$ cat src/rtl/mem_load_pkg.sv
// Shared load-path definitions: funct3 load encodings, load FSM state codes,
// AXI response codes and the latched per-load control bundle.
package mem_load_pkg;

  // funct3 encodings for RV32I loads
  localparam logic [2:0] F3_LB  = 3'b000;
  localparam logic [2:0] F3_LH  = 3'b001;
  localparam logic [2:0] F3_LW  = 3'b010;
  localparam logic [2:0] F3_LBU = 3'b100;
  localparam logic [2:0] F3_LHU = 3'b101;

  // load FSM state encodings
  localparam logic [1:0] ST_IDLE = 2'd0;
  localparam logic [1:0] ST_ADDR = 2'd1;
  localparam logic [1:0] ST_DATA = 2'd2;
  localparam logic [1:0] ST_DONE = 2'd3;

  // AXI read response codes
  localparam logic [1:0] RESP_OKAY   = 2'b00;
  localparam logic [1:0] RESP_EXOKAY = 2'b01;
  localparam logic [1:0] RESP_SLVERR = 2'b10;
  localparam logic [1:0] RESP_DECERR = 2'b11;

  // control fields captured when a load is accepted
  typedef struct packed {
    logic [2:0] funct3;
    logic [1:0] off;
  } ld_ctl_t;

endpackage

$ cat src/rtl/mem_load_if.sv
// AXI4-Lite-style read channel between the load unit (master) and memory.
// MEM_LOAD_BUS_ERR_EN adds the MEM_RRESP response field.
interface mem_load_if;
  logic        MEM_ARVALID;
  logic        MEM_ARREADY;
  logic [31:0] MEM_ARADDR;
  logic        MEM_RVALID;
  logic        MEM_RREADY;
  logic [31:0] MEM_RDATA;
`ifdef MEM_LOAD_BUS_ERR_EN
  logic [1:0]  MEM_RRESP;
`endif

  modport master (
    output MEM_ARVALID, MEM_ARADDR, MEM_RREADY,
`ifdef MEM_LOAD_BUS_ERR_EN
    input  MEM_RRESP,
`endif
    input  MEM_ARREADY, MEM_RVALID, MEM_RDATA
  );

  modport slave (
    input  MEM_ARVALID, MEM_ARADDR, MEM_RREADY,
`ifdef MEM_LOAD_BUS_ERR_EN
    output MEM_RRESP,
`endif
    output MEM_ARREADY, MEM_RVALID, MEM_RDATA
  );
endinterface

$ cat src/rtl/mem_load_align.sv
// load_align: combinational byte/halfword extraction and sign/zero extension
// of a 32-bit bus word, plus the exception flag (misaligned half/word access
// or a funct3 that is not a load). Shared with the store path.
module load_align
  import mem_load_pkg::*;
(
  input  logic [2:0]  funct3,
  input  logic [1:0]  off,
  input  logic [31:0] word,
  output logic [31:0] data,
  output logic        misalign
);

  logic [7:0]  b;
  logic [15:0] h;

  // select lane by offset, then extend according to funct3
  always_comb begin
    b = '0;
    case (off)
      2'd0: b = word[7:0];
      2'd1: b = word[15:8];
      2'd2: b = word[23:16];
      2'd3: b = word[31:24];
      default: b = '0;
    endcase
    h        = off[1] ? word[31:16] : word[15:0];
    data     = '0;
    misalign = 1'b0;
    case (funct3)
      F3_LB:  data = {{24{b[7]}}, b};
      F3_LBU: data = {24'h0, b};
      F3_LH:  begin data = {{16{h[15]}}, h}; misalign = off[0]; end
      F3_LHU: begin data = {16'h0, h};       misalign = off[0]; end
      F3_LW:  begin data = word;             misalign = (off != 2'd0); end
      default: misalign = 1'b1;  // 011/110/111 are not loads
    endcase
  end

endmodule

$ cat src/rtl/mem_load.sv
// mem_load: single-outstanding data-side load unit between execute and
// mem_rd. Stalls the pipe while a bus read is in flight and presents the
// formatted result in DONE.
// Optional feature macro: MEM_LOAD_BUS_ERR_EN (read response error -> LOAD_EXC).
module mem_load
  import mem_load_pkg::*;
#(
  parameter bit BUS_WORD_ADDR = 1'b1
) (
  input  logic        CLK,
  input  logic        RST,
  input  logic        STALL,
  input  logic        FLUSH,
  input  logic        A_VALID,
  input  logic        A_LOAD_EN,
  input  logic [31:0] A_LOAD_ADDR,
  input  logic [2:0]  A_LOAD_FUNCT3,
  mem_load_if.master  bus,
  output logic        STALL_REQ,
  output logic        DATA_RDVALID,
  output logic [31:0] DATA_RDDATA,
  output logic        LOAD_EXC
);

  logic [1:0]  state;
  ld_ctl_t     ctl_q;
  logic [31:0] araddr_q;
  logic [31:0] data_q;
  logic        exc_q;
  logic        kill_q;

  logic        accept;
  logic        resp_err;
  logic        in_data;
  logic [2:0]  al_funct3;
  logic [1:0]  al_off;
  logic [31:0] al_data;
  logic        al_misalign;

  assign accept = ((state == ST_IDLE) || (state == ST_DONE)) &&
                  !STALL && !FLUSH && A_VALID && A_LOAD_EN;

`ifdef MEM_LOAD_BUS_ERR_EN
  assign resp_err = (bus.MEM_RRESP != RESP_OKAY);
`else
  assign resp_err = 1'b0;
`endif

  // One aligner serves both jobs: while waiting for data it formats the
  // returned word with the latched control; otherwise it screens the
  // incoming request for exceptions.
  assign in_data   = (state == ST_DATA);
  assign al_funct3 = in_data ? ctl_q.funct3 : A_LOAD_FUNCT3;
  assign al_off    = in_data ? ctl_q.off    : A_LOAD_ADDR[1:0];

  load_align u_align (
    .funct3   (al_funct3),
    .off      (al_off),
    .word     (bus.MEM_RDATA),
    .data     (al_data),
    .misalign (al_misalign)
  );

  // load FSM: accept, address phase, data phase, result hold
  always_ff @(posedge CLK or posedge RST) begin
    if (RST) begin
      state    <= ST_IDLE;
      ctl_q    <= '0;
      araddr_q <= '0;
      data_q   <= '0;
      exc_q    <= 1'b0;
      kill_q   <= 1'b0;
    end else begin
      case (state)
        ST_IDLE, ST_DONE: begin
          if (accept) begin
            ctl_q.funct3 <= A_LOAD_FUNCT3;
            ctl_q.off    <= A_LOAD_ADDR[1:0];
            araddr_q     <= BUS_WORD_ADDR ? {A_LOAD_ADDR[31:2], 2'b00} : A_LOAD_ADDR;
            kill_q       <= 1'b0;
            data_q       <= '0;
            if (al_misalign) begin
              // no bus traffic for a faulting load; report it directly
              state <= ST_DONE;
              exc_q <= 1'b1;
            end else begin
              state <= ST_ADDR;
              exc_q <= 1'b0;
            end
          end else if ((state == ST_DONE) && (FLUSH || !STALL)) begin
            state <= ST_IDLE;
          end
        end
        ST_ADDR: begin
          if (FLUSH) kill_q <= 1'b1;
          if (bus.MEM_ARREADY) state <= ST_DATA;
        end
        ST_DATA: begin
          if (FLUSH) kill_q <= 1'b1;
          if (bus.MEM_RVALID) begin
            // a flushed load still drains its response, then vanishes
            state  <= (kill_q || FLUSH) ? ST_IDLE : ST_DONE;
            data_q <= resp_err ? 32'h0 : al_data;
            exc_q  <= resp_err;
            kill_q <= 1'b0;
          end
        end
        default: state <= ST_IDLE;
      endcase
    end
  end

  assign bus.MEM_ARVALID = (state == ST_ADDR);
  assign bus.MEM_ARADDR  = araddr_q;
  assign bus.MEM_RREADY  = (state == ST_DATA);
  assign STALL_REQ       = (state == ST_ADDR) || (state == ST_DATA);
  assign DATA_RDVALID    = (state == ST_DONE);
  assign DATA_RDDATA     = (state == ST_DONE) ? data_q : 32'h0;
  assign LOAD_EXC        = (state == ST_DONE) && exc_q;

endmodule

$ cat src/flat_wrapper.sv
// flat-port wrapper written by rule: the top's interface ports become plain ports
module mem_load_flat import mem_load_pkg::*;
#(
  parameter bit BUS_WORD_ADDR = 1'b1
)
  (CLK, RST, STALL, FLUSH, A_VALID, A_LOAD_EN, A_LOAD_ADDR, A_LOAD_FUNCT3, STALL_REQ, DATA_RDVALID, DATA_RDDATA, LOAD_EXC, bus_MEM_ARVALID, bus_MEM_ARADDR, bus_MEM_RREADY, bus_MEM_ARREADY, bus_MEM_RVALID, bus_MEM_RDATA);
  mem_load_if bus_i ();
  input  logic CLK;
  input  logic RST;
  input  logic STALL;
  input  logic FLUSH;
  input  logic A_VALID;
  input  logic A_LOAD_EN;
  input  logic [31:0] A_LOAD_ADDR;
  input  logic [2:0] A_LOAD_FUNCT3;
  output logic STALL_REQ;
  output logic DATA_RDVALID;
  output logic [31:0] DATA_RDDATA;
  output logic LOAD_EXC;
  output wire logic [$bits(bus_i.MEM_ARVALID)-1:0] bus_MEM_ARVALID;
  output wire logic [$bits(bus_i.MEM_ARADDR)-1:0] bus_MEM_ARADDR;
  output wire logic [$bits(bus_i.MEM_RREADY)-1:0] bus_MEM_RREADY;
  input wire logic [$bits(bus_i.MEM_ARREADY)-1:0] bus_MEM_ARREADY;
  input wire logic [$bits(bus_i.MEM_RVALID)-1:0] bus_MEM_RVALID;
  input wire logic [$bits(bus_i.MEM_RDATA)-1:0] bus_MEM_RDATA;
  assign bus_MEM_ARVALID = bus_i.MEM_ARVALID;
  assign bus_MEM_ARADDR = bus_i.MEM_ARADDR;
  assign bus_MEM_RREADY = bus_i.MEM_RREADY;
  assign bus_i.MEM_ARREADY = bus_MEM_ARREADY;
  assign bus_i.MEM_RVALID = bus_MEM_RVALID;
  assign bus_i.MEM_RDATA = bus_MEM_RDATA;
  mem_load #(.BUS_WORD_ADDR(BUS_WORD_ADDR)) u_core (.CLK(CLK), .RST(RST), .STALL(STALL), .FLUSH(FLUSH), .A_VALID(A_VALID), .A_LOAD_EN(A_LOAD_EN), .A_LOAD_ADDR(A_LOAD_ADDR), .A_LOAD_FUNCT3(A_LOAD_FUNCT3), .bus(bus_i), .STALL_REQ(STALL_REQ), .DATA_RDVALID(DATA_RDVALID), .DATA_RDDATA(DATA_RDDATA), .LOAD_EXC(LOAD_EXC));
endmodule
$ cat config.mk
export PLATFORM = sky130hd
export DESIGN_NAME = mem_load_flat
export DESIGN_NICKNAME = d
export VERILOG_FILES = /design/src/rtl/mem_load_pkg.sv /design/src/rtl/mem_load_if.sv /design/src/rtl/mem_load_align.sv /design/src/rtl/mem_load.sv /design/src/flat_wrapper.sv
export SDC_FILE = /design/constraint.sdc
export NUM_CORES = 1
export LEC_CHECK = 0
export BUFFER_PORTS_ARGS = -buffer_cell sky130_fd_sc_hd__buf_4
export CAP_MARGIN = 20
export CORE_UTILIZATION = 40
export CTS_BUF_LIST = sky130_fd_sc_hd__clkbuf_16
export DETAILED_ROUTE_END_ITERATION = 6
export PLACE_DENSITY = 0.68
export SYNTH_ARGS = -nofsm -noshare
export SYNTH_HDL_FRONTEND = slang
export SYNTH_SLANG_ARGS = --single-unit
$ cat constraint.sdc
create_clock -name CLK -period 3.2 [get_ports CLK]
set_clock_uncertainty 0.15 [all_clocks]
set_input_delay 0.16 -clock CLK [delete_from_list [all_inputs] [get_ports CLK]]
set_output_delay 0.16 -clock CLK [all_outputs]
set_load 0.01 [all_outputs]
==> impl_results.md, run 1 <==
- Status: completed
- Initial core utilization: 41.1%
- Remaining antenna violation count after routing: 0
- RSZ-0062 raised after global routing: no
- Clock Sink Count: 71
- Max-cap violations: 0
- Share of cells above drive strength 1: 45.3%
- EDFF count, synth: 0
- Setup crit end kind: flip-flop
- Grt total ovfl: 0
- CTS Buf Count: 9
- Detail Placement HPWL: 7.15 mm
- Worst setup margin: 266 ps
- Switch Pwr: 0.00146 W
- First-pass GRT wire length: 17.6 mm
- Vias in the first global route: 3460
- Via count: 3232
- Pre-CTS WS: 237 ps
- Hold-critical path depth: 3
- Crit Path Max Fanout: 16
- Comb pwr share: 43.9%
- Synth warn: 0
- Slew Limit Fails: 0
- Xor/xnor share of the synthesized area: 0%
- Register area share after synthesis: 49.5%
- Slew headroom: 47.1%
- Req. time, crit path: 3250 ps
- CP startpoint kind: flip-flop
- Crit path kind: flip-flop to flip-flop
- Initial antenna violation count: 0
- CTS clk-pin slew, worst paths: 60 ps
- Antenna cells: 0
- Filler instances: 676
- Die X: 96.7 um
- Synth Area in Adders: 1.40%
- Pint: around 0.0028 W
- Peak supply drop: 0.429 mV
- Largest net degree at the start of global routing: 39
- Vias per inst: 5.34
- Async SR Flop Fraction: 100%
- IO buf count: 141
- Maximum clock frequency: 0.341 GHz
- CTS tree: done
- DRT Wirelength: a little over 10 mm
- Final hold violation count: 0
- Cells after Synth: 292
- Root buf cell: clkbuf_16
- Drt wl/cell: 17.2 um
- Setup bufs post-CTS: 0
- Core area: 8720 um^2
- Mux cell area share after synthesis: 17.1%
- Simple-Gate Fraction of Synth Area: 12.8%
- Fraction of power spent switching nets: 34.2%
- Die area: 9350 um^2
- 1st-iter DRT viols: 230
- Sequential power share: about 36%
- Mean Syn Cell Area: 12.3 um^2
- Final Critical Period: approximately 2900 ps
- DR pass1 iterations: 4
- Area Overhead vs Synth: 56.2%
- Main synth FF type: dfrtp_1
- All-layer global routing usage: 23.3%
- Final Util: between 60% and 70%
- Worst-case reg-to-reg path depth: 7
- Main combinational cell family by area after synthesis: multiplexers
- Leakage power: 2.67 nW
- WHS: between 40 and 50 ps
- Worst Max-Slew Pin Slew: between 700 and 800 ps
- Final-stage net count: around 570
- H-tree Lvls: 3
- Placer's final routability congestion estimate: approximately 0.9
- Final critical-path share of the clock period: between 90% and 100%
- Ports: 144
- Clock share of power: around a fifth
- Cell row count: 34
- Cell area after synthesis: 3590 um^2
- Synth Area in Compound Gates: 15.4%
- Seq cells post-synth: 71
- Worst min-delay path category: input pin to flip-flop
- Final setup vio count: 0
- Die Ht: between 90 and 100 um
- Total power: 0.00425 W
- Max clock buf depth: 2
- Clock latency at the later pin of the worst-skew pair: 320 ps
- CP arrival: 2980 ps
- P per Cell Area: ~760 nW/um^2
- Setup TNS: 0 ps
- Synth unique cells: 50
- DRC: 0
==> through the flow <==
step / instance area [um^2] / std cells
final: 5600 / 605
after global routing: 5600 / 605
after CTS: 5600 / 605
after detailed placement: 4750 / 531
after global placement: 4750 / 531
after floorplan: 3590 / 293
==> area by class of cell <==
| class | instances | area (um^2) | share of cell area, % |
|---|---|---|---|
| clock inverter | 6 | 30.0 | 0.536 |
| timing repair buffer | 208 | 1710 | 30.5 |
| sequential | 71 | 1780 | 31.7 |
| inverter | 6 | 22.5 | 0.402 |
| tap | 108 | 135 | 2.41 |
| multi-input combinational | 197 | 1700 | 30.4 |
| clock buffer | 9 | 225 | 4.02 |
==> layout by cell type, fill, tap and decap left out, drive strengths merged, types with 2 or more instances in the layout <==
cell	n
buf	149
dfrtp	71
dlygate4sd3	59
mux2	37
and2	35
a221o	24
nand2	17
clkbuf	9
a22o	8
nor2	8
mux4	7
a22oi	7
inv	7
o21ai	7
a21oi	5
mux2i	4
ha	4
clkinv	4
nand2b	3
nor2b	3
nand3b	2
nand4	2
nor3b	2
conb	2
a32oi	2
==> logic make-up after synthesis <==
group,after synthesis
compound gates,63
fa+ha+maj,4
buf+inv,25
flops,71
mux,48
other cells,1
simple gates,80
==> state kept, by name, summed over array words and instances (netlist names) <==
register               count
u_core.bus.MEM_ARADDR     30
u_core.ctl_q               5
u_core.data_q             32
u_core.exc_q               1
u_core.kill_q              1
u_core.state               2
==> per-layer routing <==
| layer | up-vias | global-route usage, % | routed length [um] |
|---|---|---|---|
| li1 | 1498 | - | - |
| met1 | 1590 | 29.8 | 4190 |
| met2 | 130 | 39.7 | 5380 |
| met3 | 14 | 5.71 | 653 |
| met4 | 0 | 6.08 | 153 |
| met5 | - | 0 | 0 |
==> cells in the mapped netlist (all sizes together) (2+ instances only) <==
cell type  instances  area, um^2
a21oi              5        28.8
a221o             24         253
a22o               8        70.1
a22oi              7        52.6
a32oi              2        25.0
and2              35         219
buf                9        67.6
clkbuf            10        38.8
dfrtp             71        1780
ha                 4        50.1
inv                6        22.5
mux2              37         417
mux2i              4        40.0
mux4               7         158
nand2             17        63.8
nand2b             3        18.8
nand3b             2        15.0
nand4              2        12.5
nor2               8        32.5
nor2b              3        18.8
nor3b              2        15.0
o21ai              7        35.0
==> power groups by stage <==
stage / Clock, W / Sequential (W) / Combinational [W]
6_report: 0.000868 / 0.00152 / 0.00187
5_1_grt: 0.000924 / 0.00157 / 0.00203
4_1_cts: 0.000889 / 0.00151 / 0.00187
3_5_place_dp: 0 / 0.00152 / 0.00181
3_3_place_gp: 0 / 0.00151 / 0.00176
2_1_floorplan: 0 / 0.00154 / 0.00106
==> path summary, 6_finish.rpt <==
check / slack, ps / from / to
setup / recovery: 270 / u_core.state[0] / u_core.data_q[22]
hold / removal: 40 / FLUSH / u_core.kill_q
setup reg to reg: 270 / u_core.state[0] / u_core.data_q[22]
hold reg to reg: 330 / u_core.exc_q / u_core.exc_q
max in group asynchronous: 1750 / RST / u_core.data_q[12]
min in group asynchronous: 400 / RST / u_core.bus.MEM_ARADDR[11]
==> critical path, stage by stage (launching register included) <==
cell and delay [ps]:
dfrtp_1 410, inv_1 90, ha_1 470, mux2i_1 440
mux2_2 430, a32oi_1 290, a21oi_4 190, a221o_2 330
==> repair_timing <==
item,4_1_cts,5_1_grt
endpoints found under the setup margin,0,11
endpoints found under the hold margin,94,0
hold buffers,59,0
resized for setup,0,1
No activity file was read; power rests on OpenSTA's default activity.
==> inputs of run 2 (changes only) <==
==> constraint.sdc (replaced) <==
create_clock -name CLK -period 3.2 [get_ports CLK]
set_clock_uncertainty 0.15 [all_clocks]
set_input_delay 0.64 -clock CLK [delete_from_list [all_inputs] [get_ports CLK]]
set_output_delay 0.64 -clock CLK [all_outputs]
set_load 0.01 [all_outputs]
==> run 2 against run 1 <==
  * Count of clock-buffer cells in the layout is the same
  * Via count shrank 6.9%
  * Utilization down 6.6 points
  * Non-clock buffer count fell by 56
  * Global-route usage shrank 2.2 points
  * Cell count fell by 9.4%
  * Design area shrank 10%
  * First-iteration DRC count down 2.2%
  * Worst setup slack better by 200 ps
  * Power down 1.4%
  * Critical path depth down 4
  * Critical path type is now flip-flop to output pin
  * Highest routed layer unchanged
==> impl_results.md, run 2 (synthesis gave the netlist of run 1 again) <==
- Flip-flop count of the largest register, all copies and words added: 32 (unchanged)
- Slew headroom: 35.3% (-12 points)
- Top reg by flops: u_core.data_q
- Die Ht: 96.7 um (unchanged)
- Crit path kind: flip-flop to output pin
- Die area: 9350 um^2 (unchanged)
- Final setup vio count: 0 (unchanged)
- CP startpoint kind: flip-flop
- Req. time, crit path: 2410 ps (-840 ps)
- 1st-iter DRT viols: 225 (-2.2%)
- Highest-count cells in the layout ignoring fill and taps: buf_4 (152), dfrtp_1 (71), mux2_2 (37)
- Detail Placement HPWL: 7.03 mm (-1.6%)
- CTS clk-pin slew, worst paths: 60 ps (about the same)
- Initial core utilization: 41.1% (unchanged)
- Core area: 8720 um^2 (unchanged)
- DRC: 0 (unchanged)
- Via count: 3010 (-6.9%)
- RR Startpoint: u_core.state[0]
- CTS Buf Count: 9 (unchanged)
- Crit Path Max Fanout: 36 (+20)
- Vias in the first global route: 2996 (-13%)
- CP arrival: 1940 ps (-1040 ps)
- Remaining antenna violation count after routing: 0 (unchanged)
- Worst setup margin: 471 ps (+205 ps)
- Setup bufs post-CTS: 0 (unchanged)
- Placer's final routability congestion estimate: 0.820 (-9.8%)
- Grt total ovfl: 0 (unchanged)
- Clock latency at the later pin of the worst-skew pair: 320 ps (about the same)
- PostCTS Resize Cnt: 0 (unchanged)
- DR pass1 iterations: 4 (unchanged)
- Initial antenna violation count: 0 (unchanged)
- Ports: 144 (unchanged)
- Slew Limit Fails: 0 (unchanged)
- P per Cell Area: 835 nW/um^2 (+9.9%)
- Worst-case reg-to-reg path depth: 8 (+1)
- Reg-to-reg endpoint: u_core.data_q[21]
- Share of cells above drive strength 1: 52.0% (+6.8 points)
- IO buf count: 141 (unchanged)
- RSZ-0062 raised after global routing: no
- H-tree Lvls: 3 (unchanged)
- CTS tree: done
- Maximum clock frequency: 0.366 GHz (+7.5%)
- Largest net degree at the start of global routing: 37 (-5.1%)
- Cts hold-fix bufs: 0 (-100%)
- Pre-CTS WS: 480 ps (+243 ps)
- Clock Sink Count: 71 (unchanged)
- Status: completed
- Worst Max-Slew Pin Slew: 971 ps (+178 ps)
- Setup crit end kind: output pin
- Final hold violation count: 0 (unchanged)
- Final-stage net count: 516 (-9.8%)
- Die X: 96.7 um (unchanged)
- Antenna cells: 0 (unchanged)
- First-pass GRT wire length: 15.7 mm (-10%)
- All-layer global routing usage: 21.1% (-2.2 points)
- Root buf cell: clkbuf_16
- Crit. Startpoint: u_core.state[1]
- Drt wl/cell: 17.7 um (+2.9%)
- DRT Wirelength: 9.68 mm (-6.8%)
- Final critical-path share of the clock period: 85.3% (-6.4 points)
- Vias per inst: 5.49 (+2.8%)
- Area Overhead vs Synth: 40.1%
- Leakage power: 2.43 nW (-8.8%)
- Peak supply drop: 0.460 mV (+7.2%)
- Final Critical Period: 2730 ps (-205 ps)
- Worst min-delay path category: input pin to asynchronous set/reset pin
- Max-cap violations: 0 (unchanged)
- Leading cell type in the layout, fill and taps excluded: buf_4
- Internal reg-to-reg setup slack: 500 ps (+230 ps)
- Setup TNS: 0 ps (unchanged)
- Max clock buf depth: 2 (unchanged)
- Cell row count: 34 (unchanged)
[run 2: cell types whose count changed in the layout (fill, tap and decap cells not counted), sizes merged]
cell	change
dlygate4sd3	-59
buf	+3
inv	-1
[run 2: final cells by class]
type | instances | area (um^2)
Fill cell | 759 | 3700
Clock inverter | 5 | 27.5
Timing Repair Buffer | 152 | 1140
Sequential cell | 71 | 1780
Clock buffer | 9 | 225
Tap cell | 108 | 135
Inverter | 6 | 22.5
Multi-Input combinational cell | 197 | 1700
[run 2: report_power, final]
part / leakage (nW) / switching [W] / internal (W)
registers: 0.912 / 0.000234 / 0.00127
logic: 1.39 / 0.000834 / 0.000970
clock network: 0.127 / 0.000372 / 0.000510
[run 2: critical path: stages (launching register included)]
cell     delay [ps]
dfrtp_1         400
ha_1            820
and2_1          260
buf_4           130
[run 2: per-stage QoR]
stage / cells / hold slack [ps] / util, % / power (W) / instance area (um^2)
floorplan: 293 / 292 / - / 0.00260 / 3590
global placement: 534 / 314 / 54.7 / 0.00328 / 4770
detailed placement: 534 / 317 / 54.7 / 0.00333 / 4770
CTS: 548 / 323 / 57.6 / 0.00423 / 5020
global route: 548 / 349 / 57.6 / 0.00446 / 5020
finish: 548 / 288 / 57.6 / 0.00419 / 5020
[run 2: layer usage]
metal	share of wire (%)	track usage (%)	vias to the layer above
li1	-	-	1389
met1	42	27.6	1466
met2	49	34.1	142
met3	7.9	5.92	13
met4	1.6	6.66	0
met5	0	0	-
[run 2: how the worst max path moves through the flow]
stage,depth (start not counted),endpoint
6_report,3,DATA_RDDATA[20]
5_1_grt,3,DATA_RDDATA[26]
4_1_cts,3,DATA_RDDATA[20]
3_5_place_dp,5,u_core.bus.MEM_ARADDR[17]
3_3_place_gp,5,u_core.bus.MEM_ARADDR[12]
2_1_floorplan,1,u_core.bus.MEM_ARADDR[10]
